**src/rtl/rip_branch_resolver_pkg.sv**
```systemverilog
// Shared configuration and branch-predictor types for the branch resolver slice.
// Depth defaults live in rip_config; predictor encodings and helpers live in rip_branch_predictor_const.
package rip_config;
    localparam int BP_FIFO_DEPTH = 4;
endpackage

package rip_branch_predictor_const;
    localparam int BP_INDEX_W = 10;

    typedef logic [BP_INDEX_W-1:0] bp_index_t;
    typedef logic [1:0]            bp_weight_t;

    // 2-bit saturating counter encodings (MSB = predicted direction)
    localparam bp_weight_t BP_STRONG_NT = 2'b00;
    localparam bp_weight_t BP_WEAK_NT   = 2'b01;
    localparam bp_weight_t BP_WEAK_T    = 2'b10;
    localparam bp_weight_t BP_STRONG_T  = 2'b11;

    typedef struct packed {
        logic [31:0] pc;
        bp_index_t   index;
        bp_weight_t  weight;
        logic        pred;
        logic [31:0] target;
    } bp_meta_t;

    // A taken branch that was predicted taken still mispredicts if it went somewhere else
    function automatic logic bp_is_mispredict(input bp_meta_t m, input logic taken,
                                              input logic [31:0] target);
        return (m.pred != taken) || (taken && m.pred && (m.target != target));
    endfunction

    function automatic logic [31:0] bp_correct_pc(input bp_meta_t m, input logic taken,
                                                  input logic [31:0] target);
        return taken ? target : (m.pc + 32'd4);
    endfunction
endpackage

```
**src/rtl/rip_branch_resolver_meta_fifo.sv**
```systemverilog
// Flop-based in-order FIFO of branch prediction metadata with a combinational head
// and a single-cycle clear used to squash wrong-path entries.
module rip_bp_meta_fifo
    import rip_branch_predictor_const::*;
#(
    parameter int DEPTH = 4
) (
    input  logic     clk,
    input  logic     rstn,
    input  logic     push,
    input  bp_meta_t push_data,
    input  logic     pop,
    input  logic     clear,
    output logic     full,
    output logic     empty,
    output bp_meta_t head
);
    localparam int PTR_W = (DEPTH > 1) ? $clog2(DEPTH) : 1;
    localparam int CNT_W = $clog2(DEPTH) + 1;

    bp_meta_t         mem_reg [DEPTH];
    logic [PTR_W-1:0] wr_ptr_reg;
    logic [PTR_W-1:0] rd_ptr_reg;
    logic [CNT_W-1:0] count_reg;
    logic             do_push;
    logic             do_pop;

    assign full    = (count_reg == CNT_W'(DEPTH));
    assign empty   = (count_reg == '0);
    assign do_push = push & ~full;
    assign do_pop  = pop & ~empty;
    assign head    = mem_reg[rd_ptr_reg];

    // Payload flops carry no reset; only the pointers decide what is valid
    generate
        for (genvar gi = 0; gi < DEPTH; gi++) begin : g_entry
            always_ff @(posedge clk) begin
                if (do_push && (wr_ptr_reg == PTR_W'(gi))) begin
                    mem_reg[gi] <= push_data;
                end
            end
        end
    endgenerate

    // Power-of-two depth lets the pointers wrap by natural overflow
    always_ff @(posedge clk) begin
        if (!rstn || clear) begin
            wr_ptr_reg <= '0;
            rd_ptr_reg <= '0;
            count_reg  <= '0;
        end else begin
            if (do_push) begin
                wr_ptr_reg <= wr_ptr_reg + PTR_W'(1);
            end
            if (do_pop) begin
                rd_ptr_reg <= rd_ptr_reg + PTR_W'(1);
            end
            count_reg <= count_reg + CNT_W'(do_push) - CNT_W'(do_pop);
        end
    end
endmodule

```
**src/rtl/rip_branch_resolver.sv**
```systemverilog
// Matches execute-stage branch outcomes against queued predictions, drives the
// predictor update strobe, raises redirects on mispredicts and keeps statistics.
module rip_branch_resolver
    import rip_config::*;
    import rip_branch_predictor_const::*;
#(
    parameter int FIFO_DEPTH = BP_FIFO_DEPTH
) (
    input  logic        clk,
    input  logic        rstn,
    input  logic        push_valid,
    input  logic [31:0] push_pc,
    input  bp_index_t   push_index,
    input  bp_weight_t  push_weight,
    input  logic        push_pred,
    input  logic [31:0] push_target,
    output logic        full,
    input  logic        ex_valid,
    input  logic        ex_stall,
    input  logic        ex_taken,
    input  logic [31:0] ex_target,
    output logic        update,
    output bp_index_t   update_index,
    output bp_weight_t  update_weight,
    output logic        actual,
    output logic        mispredict,
    output logic [31:0] redirect_pc,
    output logic        underflow,
    output logic [31:0] branch_count,
    output logic [31:0] mispredict_count
);
    bp_meta_t    push_data;
    bp_meta_t    head;
    logic        empty;
    logic        fire;
    logic        mispredict_now;
    logic        underflow_now;
    logic        push_en;

    logic        update_reg,        update_next;
    bp_index_t   update_index_reg,  update_index_next;
    bp_weight_t  update_weight_reg, update_weight_next;
    logic        actual_reg,        actual_next;
    logic        mispredict_reg,    mispredict_next;
    logic [31:0] redirect_pc_reg,   redirect_pc_next;
    logic        underflow_reg;
    logic [31:0] branch_count_reg;
    logic [31:0] mispredict_count_reg;

    assign push_data = '{pc: push_pc, index: push_index, weight: push_weight,
                         pred: push_pred, target: push_target};

    assign fire           = ex_valid & ~ex_stall & ~empty;
    assign underflow_now  = ex_valid & ~ex_stall & empty;
    assign mispredict_now = fire & bp_is_mispredict(head, ex_taken, ex_target);
    // A fetch arriving alongside a redirect is on the wrong path
    assign push_en        = push_valid & ~full & ~mispredict_now;

    rip_bp_meta_fifo #(
        .DEPTH(FIFO_DEPTH)
    ) u_meta_fifo (
        .clk      (clk),
        .rstn     (rstn),
        .push     (push_en),
        .push_data(push_data),
        .pop      (fire),
        .clear    (mispredict_now),
        .full     (full),
        .empty    (empty),
        .head     (head)
    );

    always_comb begin
        update_next        = fire;
        update_index_next  = '0;
        update_weight_next = '0;
        actual_next        = 1'b0;
        mispredict_next    = mispredict_now;
        redirect_pc_next   = '0;
        if (fire) begin
            update_index_next  = head.index;
            update_weight_next = head.weight;
            actual_next        = ex_taken;
        end
        if (mispredict_now) begin
            redirect_pc_next = bp_correct_pc(head, ex_taken, ex_target);
        end
    end

    always_ff @(posedge clk) begin
        if (!rstn) begin
            update_reg           <= 1'b0;
            update_index_reg     <= '0;
            update_weight_reg    <= '0;
            actual_reg           <= 1'b0;
            mispredict_reg       <= 1'b0;
            redirect_pc_reg      <= '0;
            underflow_reg        <= 1'b0;
            branch_count_reg     <= '0;
            mispredict_count_reg <= '0;
        end else begin
            update_reg        <= update_next;
            update_index_reg  <= update_index_next;
            update_weight_reg <= update_weight_next;
            actual_reg        <= actual_next;
            mispredict_reg    <= mispredict_next;
            redirect_pc_reg   <= redirect_pc_next;
            underflow_reg     <= underflow_reg | underflow_now;
            if (fire && (branch_count_reg != 32'hFFFF_FFFF)) begin
                branch_count_reg <= branch_count_reg + 32'd1;
            end
            if (mispredict_now && (mispredict_count_reg != 32'hFFFF_FFFF)) begin
                mispredict_count_reg <= mispredict_count_reg + 32'd1;
            end
        end
    end

    assign update           = update_reg;
    assign update_index     = update_index_reg;
    assign update_weight    = update_weight_reg;
    assign actual           = actual_reg;
    assign mispredict       = mispredict_reg;
    assign redirect_pc      = redirect_pc_reg;
    assign underflow        = underflow_reg;
    assign branch_count     = branch_count_reg;
    assign mispredict_count = mispredict_count_reg;
endmodule

```
**config.mk**
```make
export PLATFORM = sky130hd
export DESIGN_NAME = rip_branch_resolver
export DESIGN_NICKNAME = d
export VERILOG_FILES = /design/src/rtl/rip_branch_resolver_pkg.sv /design/src/rtl/rip_branch_resolver_meta_fifo.sv /design/src/rtl/rip_branch_resolver.sv
export SDC_FILE = /design/constraint.sdc
export NUM_CORES = 1
export LEC_CHECK = 0
export CAP_MARGIN = 10
export CORE_MARGIN = 5
export CORE_UTILIZATION = 59
export CTS_CLUSTER_SIZE = 40
export DETAILED_ROUTE_END_ITERATION = 10
export MAX_ROUTING_LAYER = met4
export PLACE_DENSITY = 0.95
export SYNTH_ARGS = -nofsm -noshare
export SYNTH_HDL_FRONTEND = slang
export SYNTH_HIERARCHICAL = 1
export SYNTH_SLANG_ARGS = --single-unit
```
**constraint.sdc**
```tcl
create_clock -name clk -period 13.12 [get_ports clk]
set_input_delay 2.624 -clock clk [delete_from_list [all_inputs] [get_ports clk]]
set_output_delay 2.624 -clock clk [all_outputs]
set_load 0.005 [all_outputs]
```
* Yosys cells after proc, flatten, opt, wreduce, memory -nomap -nowiden
Memories as Yosys holds them, arrays and structs flattened. A register that Yosys moved wholly into a read port is not among the register bits. Cells that the tools add are included.
Word-level totals: bits in registers 119, RAM bits 308, output and inout port bits 113, memories 1
Memories:
- u_meta_fifo.mem_reg | words 4, width 77, rd ports 1, clocked after memory_dff 1, write ports 1, RTL line rip_branch_resolver_meta_fifo.sv:21 | bp_meta_t mem_reg [DEPTH];
Operators by class: $add $sub $neg 7, equal/unequal tests 8, muxes and demuxes 20, bitwise operators 13, reductions and logical operators 18
Operators with widths (number):
- two-way mux 77 bit | 3
- OR reduction 77 bit | 3
- adder 32 x 1 -> 32 bit (second input constant) | 2
- != test 32 bit (second input constant) | 2
- adder 32 x 3 -> 32 bit (second input constant) | 1
- two-way mux 32 bit | 1
- != test 32 bit | 1
- two-way mux 1 bit | 11
- two-way mux 2 bit | 5
- AND 1 bit | 8
- logical AND 1 bit | 8
- adder 2 x 1 -> 2 bit (second input constant) | 2
- == test 2 bit (second input constant) | 2
- NOT 1 bit | 4
- AND reduction 2 bit | 2
- adder 3 x 1 -> 3 bit | 1
- == test 3 bit (second input constant) | 1
- logical NOT 3 bit | 1
- subtractor 3 x 1 -> 3 bit | 1
- == test 2 x 1 -> 1 bit (second input constant) | 1
- logical NOT 2 bit | 1
- logical OR 1 bit | 2
- logical NOT 1 bit | 1
- != test 1 bit | 1
- bitwise OR 1 bit | 1

* Logic depth before layout (Yosys ltp)
depth after elaboration 14, depth in mapped cells 19, mapped depth without buffers 16

* Hierarchy
The synthesis kept the hierarchy.
By module, submodules not included:
- rip_bp_meta_fifo | times used 1, cells an instance 455, area each 11591.1 sq um, seq. area each 9429.0 sq um
- rip_branch_resolver | times used 1, cells an instance 683, area each 5874.4 sq um, seq. area each 2242.2 sq um

* Worst setup path before layout
No wires, ideal clock.
kind input port to flip-flop, start point input port ex_target[14], end point register u_meta_fifo.count_reg[2], arrival 5817 ps, slack 7184 ps, cell stages on the path 16, cells stage by stage xnor2_1 nand4_1 or4_4 o31ai_4 buf_6 inv_2 nor3b_1 and2_4 inv_1 ha_1 inv_1 ha_1 fa_1 xnor2_1 xnor2_1 nor2_1
On the way: word-level cells in the longest chain between the ends 9, elaborated cells on any way between the ends 10, classes of those cells add/sub: 2; eq/ne: 1; bitwise: 4; reduce/logical: 3
Ends and longest elaborated chain:
- start: declaration | RTL line rip_branch_resolver.sv:21 | input logic [31:0] ex_target,
- != test 32 bit | RTL line rip_branch_resolver_pkg.sv:30 | return (m.pred != taken) || (taken && m.pred && (m.target != target));
- logical AND 1 bit | RTL line rip_branch_resolver_pkg.sv:30
- logical OR 1 bit | RTL line rip_branch_resolver_pkg.sv:30
- AND 1 bit | RTL line rip_branch_resolver.sv:55 | assign mispredict_now = fire & bp_is_mispredict(head, ex_taken, ex_target);
- net mispredict_next | RTL line rip_branch_resolver.sv:44 | logic mispredict_reg, mispredict_next;
- NOT 1 bit | RTL line rip_branch_resolver.sv:57 | assign push_en = push_valid & ~full & ~mispredict_now;
- AND 1 bit | RTL line rip_branch_resolver.sv:57
- net push_en | RTL line rip_branch_resolver.sv:38 | logic push_en;
- AND 1 bit | RTL line rip_branch_resolver_meta_fifo.sv:30 | assign do_push = push & ~full;
- adder 3 x 1 -> 3 bit | RTL line rip_branch_resolver_meta_fifo.sv:58 | count_reg <= count_reg + CNT_W'(do_push) - CNT_W'(do_pop);
- subtractor 3 x 1 -> 3 bit | RTL line rip_branch_resolver_meta_fifo.sv:58
- end signal: assignment | RTL line rip_branch_resolver_meta_fifo.sv:58
- end: declaration | RTL line rip_branch_resolver_meta_fifo.sv:24 | logic [CNT_W-1:0] count_reg;
The timed path passes the listed nets, and every way through them passes these cells. A chain may end at the register's enable or synchronous reset.

* Worst setup path after layout
start point input port ex_target[28], end point memory u_meta_fifo/mem_reg[1][41] (netlist name) (enable)
On the way: word-level cells in the longest chain between the ends 14, elaborated cells on any way between the ends 28, classes of those cells eq/ne: 1; mux: 14; bitwise: 4; reduce/logical: 9
Ends and longest elaborated chain:
- != test 32 bit * | RTL line rip_branch_resolver_pkg.sv:30
- logical AND 1 bit * | RTL line rip_branch_resolver_pkg.sv:30
- logical OR 1 bit * | RTL line rip_branch_resolver_pkg.sv:30
- AND 1 bit * | RTL line rip_branch_resolver.sv:55
- net mispredict_next | RTL line rip_branch_resolver.sv:44
- NOT 1 bit * | RTL line rip_branch_resolver.sv:57
- AND 1 bit * | RTL line rip_branch_resolver.sv:57
- net push_en | RTL line rip_branch_resolver.sv:38
- AND 1 bit * | RTL line rip_branch_resolver_meta_fifo.sv:30
- logical AND 1 bit | RTL line rip_branch_resolver_meta_fifo.sv:38 | if (do_push && (wr_ptr_reg == PTR_W'(gi))) begin
- two-way mux 1 bit | RTL line rip_branch_resolver_meta_fifo.sv:38
- two-way mux 1 bit (not written as such) | RTL line rip_branch_resolver_meta_fifo.sv:39 | mem_reg[gi] <= push_data;
- OR reduction 77 bit (no line)
- two-way mux 2 bit (no line) / two-way mux 1 bit (equally long branches) (3 in series)
- end: declaration | RTL line rip_branch_resolver_meta_fifo.sv:21
The timed path passes the listed nets; every way through them passes the cells marked *.

==> impl_metrics.sql <==
INSERT INTO impl_metrics (metric_group, metric, value, unit) VALUES
('outcome', 'status', 'finished clean', ''),
('synth', 'synth-async-reset-ratio', '0', '%'),
('cells_and_area', 'combined_area_of_the_multi_input_logic_cells', '0.005446', 'mm2'),
('clocking', 'tritoncts_num_sinks', '429', ''),
('power_and_ir_drop', 'internal_power', '2.612', 'mW'),
('synth', 'synth_area', '0.01747', 'mm2'),
('critical_path', 'timing.setup.critical_path_class', 'input pin to register', ''),
('global_routing', 'grt_pass1_wl', '66.69', 'mm'),
('critical_path', 'worst_setup_path_end_kind', 'register', ''),
('placement', 'detailed_place_hpwl', '28.23', 'mm'),
('cells_and_area', 'final-instance-count-excl-fill', '1799', ''),
('clocking', 'htreeDepth', '2', ''),
('cells_and_area', 'layout-area-overhead-vs-synth', '23.55', '%'),
('power_and_ir_drop', 'power_density', '161.3', 'mW/mm2'),
('cells_and_area', 'seq_area', '0.01168', 'mm2'),
('global_routing', 'grt_overflow_total', '0', ''),
('floorplanning', 'coreArea', '0.02940', 'mm2'),
('timing', 'worst_slew_margin_rel', '18.86', '%'),
('placement', 'gp_routability_congestion', '0.8812', ''),
('detailed_routing', 'drt_pass1_iterations', '5', ''),
('timing', 'finalHoldViolations', '0', ''),
('placement', 'buffer_ports.inserted', '227', ''),
('power_and_ir_drop', 'power.sequential.fraction', '47.8', '%'),
('critical_path', 'sort_of_element_at_the_start_of_the_critical_path', 'input pin', ''),
('synth', 'syn_area_per_cell', '15.35', 'um2'),
('cells_and_area', 'largest_register_ff_count', '308', ''),
('synth', 'yosys.area_share.adder', '0.8310', '%'),
('synth', 'synth_top_family_by_area', 'multiplexers', ''),
('power_and_ir_drop', 'combPwrFrac', '15.2', '%'),
('floorplanning', 'die_height', '182.1', 'um'),
('clocking', 'cts.hold.buffers_added', '0', ''),
('synth', 'ys_warn_count', '6', ''),
('detailed_routing', 'routedWlPerCell', '24.32', 'um'),
('timing', 'totalNegativeSetupSlack', '0', 'ps'),
('detailed_routing', 'drt_drc_violations_left', '0', ''),
('floorplanning', 'floorplan.die.width', '182.1', 'um'),
('power_and_ir_drop', 'sw_frac_of_total', '24.97', '%'),
('timing', 'final_max_slew_viol_count', '0', ''),
('power_and_ir_drop', 'static_leak', '7.019', 'nW'),
('timing', 'rsz0062_at_grt', 'false', ''),
('timing', 'timing.final.setup_violations', '0', ''),
('global_routing', 'grt_use_total', '26.83', '%'),
('clocking', 'cts_post_setup_buffers_inserted', '0', ''),
('detailed_routing', 'postRouteWirelength', '43.76', 'mm'),
('clocking', 'clk_pin_slew', '60', 'ps'),
('synth', 'synth.distinct_cells', '65', ''),
('clocking', 'clockBufferDepth', '3', ''),
('global_routing', 'grt_antenna_before_repair', '4', ''),
('synth', 'synth-seq-cells', '429', ''),
('timing', 'clock-skew-final', '17.97', 'ps'),
('clocking', 'numCtsBuffers', '42', ''),
('global_routing', 'first_global_vias', '11176', ''),
('timing', 'fmax', '138.8', 'MHz'),
('cells_and_area', 'num-fill-cells', '1675', ''),
('detailed_routing', 'route.vias.total', '11083', ''),
('clocking', 'worst_skew_pair.late_latency', '540', 'ps'),
('flow_run', 'max_cap_viol_count', '0', ''),
('synth', 'synth.area.mux_share', '10.96', '%'),
('power_and_ir_drop', 'max_vdd_drop', '0.1076', 'mV'),
('hold_path', 'min_path_type', 'register to register', ''),
('synth', 'synth_top_flop_cell', 'edfxtp_1', ''),
('clocking', 'cts_tree', 'built', ''),
('detailed_routing', 'first_iter_violations', '1249', ''),
('floorplanning', 'std_cell_rows', '63', ''),
('critical_path', 'crit_path_dat', '7370', 'ps'),
('critical_path', 'cp.required', '13290', 'ps'),
('cells_and_area', 'final_core_area_utilization', '73.39', '%'),
('synth', 'synth-seq-area-share', '66.82', '%'),
('timing', 'timing.final.ws_setup', '5916', 'ps'),
('placement', 'placed_cells_incl_taps', '1718', ''),
('power_and_ir_drop', 'switchingPower', '0.8691', 'mW');
[synthesized netlist by cell type (3+ instances only)]
| master | number | area share, % |
|---|---|---|
| nand2b_1 | 11 | 0.39 |
| nand2_1 | 69 | 1.5 |
| o311ai_0 | 3 | 0.15 |
| nand3_1 | 32 | 0.92 |
| xor2_1 | 45 | 2.3 |
| or3_1 | 5 | 0.18 |
| dfxtp_1 | 121 | 14 |
| nor2_1 | 81 | 1.7 |
| xnor2_1 | 46 | 2.3 |
| mux2i_1 | 18 | 1.0 |
| o31ai_1 | 13 | 0.56 |
| clkbuf_1 | 26 | 0.56 |
| nand4_1 | 34 | 1.2 |
| o21ai_0 | 7 | 0.20 |
| nor4_1 | 9 | 0.32 |
| o41ai_1 | 4 | 0.20 |
| and4_1 | 15 | 0.75 |
| o21ai_2 | 3 | 0.15 |
| nor2b_1 | 3 | 0.11 |
| inv_2 | 3 | 0.064 |
| and3_1 | 29 | 1.0 |
| buf_6 | 7 | 0.45 |
| mux4_2 | 77 | 9.9 |
| buf_2 | 11 | 0.32 |
| nor3_1 | 12 | 0.34 |
| or4_1 | 15 | 0.64 |
| inv_1 | 20 | 0.43 |
| ha_1 | 10 | 0.72 |
| a21oi_1 | 26 | 0.75 |
| a21oi_2 | 14 | 0.70 |
| nor4_4 | 3 | 0.37 |
| a211oi_1 | 7 | 0.30 |
| edfxtp_1 | 308 | 53 |
| and2_1 | 8 | 0.29 |
| a21boi_1 | 3 | 0.13 |
| and3_2 | 4 | 0.17 |
[per-layer routing]
| layer | global-route usage, % | wire [um] | vias up |
|---|---|---|---|
| met3 | 5.860 | 4224 | 68 |
| met5 | - | 0 | - |
| met2 | 43.40 | 21820 | 645 |
| li1 | - | - | 4859 |
| met1 | 35.23 | 16740 | 5511 |
| met4 | 6.845 | 978 | 0 |
[stage by stage]
step           power [mW]  hold slack [ps]  area [um2]
3_3_place_gp        2.176            446.7       20060
5_1_grt             3.601            519.3       21580
6_report            3.481            492.4       21580
3_5_place_dp        2.202            462.8       20060
2_1_floorplan       2.000            459.1       17470
4_1_cts             3.493            502.5       21570
[cell type report]
cell class,count,share of cell area [%]
clock buffers,56,5.636
flip-flops and latches,429,54.12
multi-input cells,637,25.24
inverters,23,0.4001
diodes,4,0.04639
well taps,390,2.261
clock inverters,21,1.345
repair buffers,239,10.95
[worst max-delay path, stage by stage]
cell	delay [ps]
clkdlybuf4s50_1	440
xor2_1	180
nor4_1	560
nand4_1	470
o31ai_4	340
buf_4	410
inv_2	150
nor3b_1	740
and3_4	700
buf_4	670
[cell families after synthesis]
group / after synthesis
adders and majority gates: 11
and+or+nand+nor: 345
xor gates and xnor gates: 91
DFF: 429
buffers and inverters: 72
muxes: 95
AOI/OAI and AO/OA: 95
[path summary, 6_finish.rpt]
kind | start | endpoint | cells past startpoint
setup / recovery | ex_target[28] | u_meta_fifo/mem_reg[1][41] | 10
hold / removal | underflow | underflow | 2
setup reg to reg | register | u_meta_fifo/mem_reg[1][41] | 11
hold reg to reg | underflow | underflow | 2
[layout by cell type, fill, tap and decap left out, types with 20 or more instances in the layout]
| cell | n |
|---|---|
| clkdlybuf4s50_1 | 227 |
| xor2_1 | 45 |
| clkbuf_16 | 44 |
| and3_1 | 29 |
| nand4_1 | 34 |
| xnor2_1 | 46 |
| nand3_1 | 32 |
| nor2_1 | 81 |
| inv_1 | 20 |
| nand2_1 | 69 |
| mux4_2 | 77 |
| a21oi_1 | 26 |
| edfxtp_1 | 308 |
| dfxtp_1 | 119 |
[power by group through the flow]
stage / clock (mW) / sequential [mW] / combinational, mW
2_1_floorplan: 0 / 1.66 / 0.336
3_3_place_gp: 0 / 1.67 / 0.501
3_5_place_dp: 0 / 1.69 / 0.513
4_1_cts: 1.30 / 1.66 / 0.528
5_1_grt: 1.37 / 1.67 / 0.559
6_report: 1.29 / 1.66 / 0.529
No activity file was read; power rests on OpenSTA's default activity.
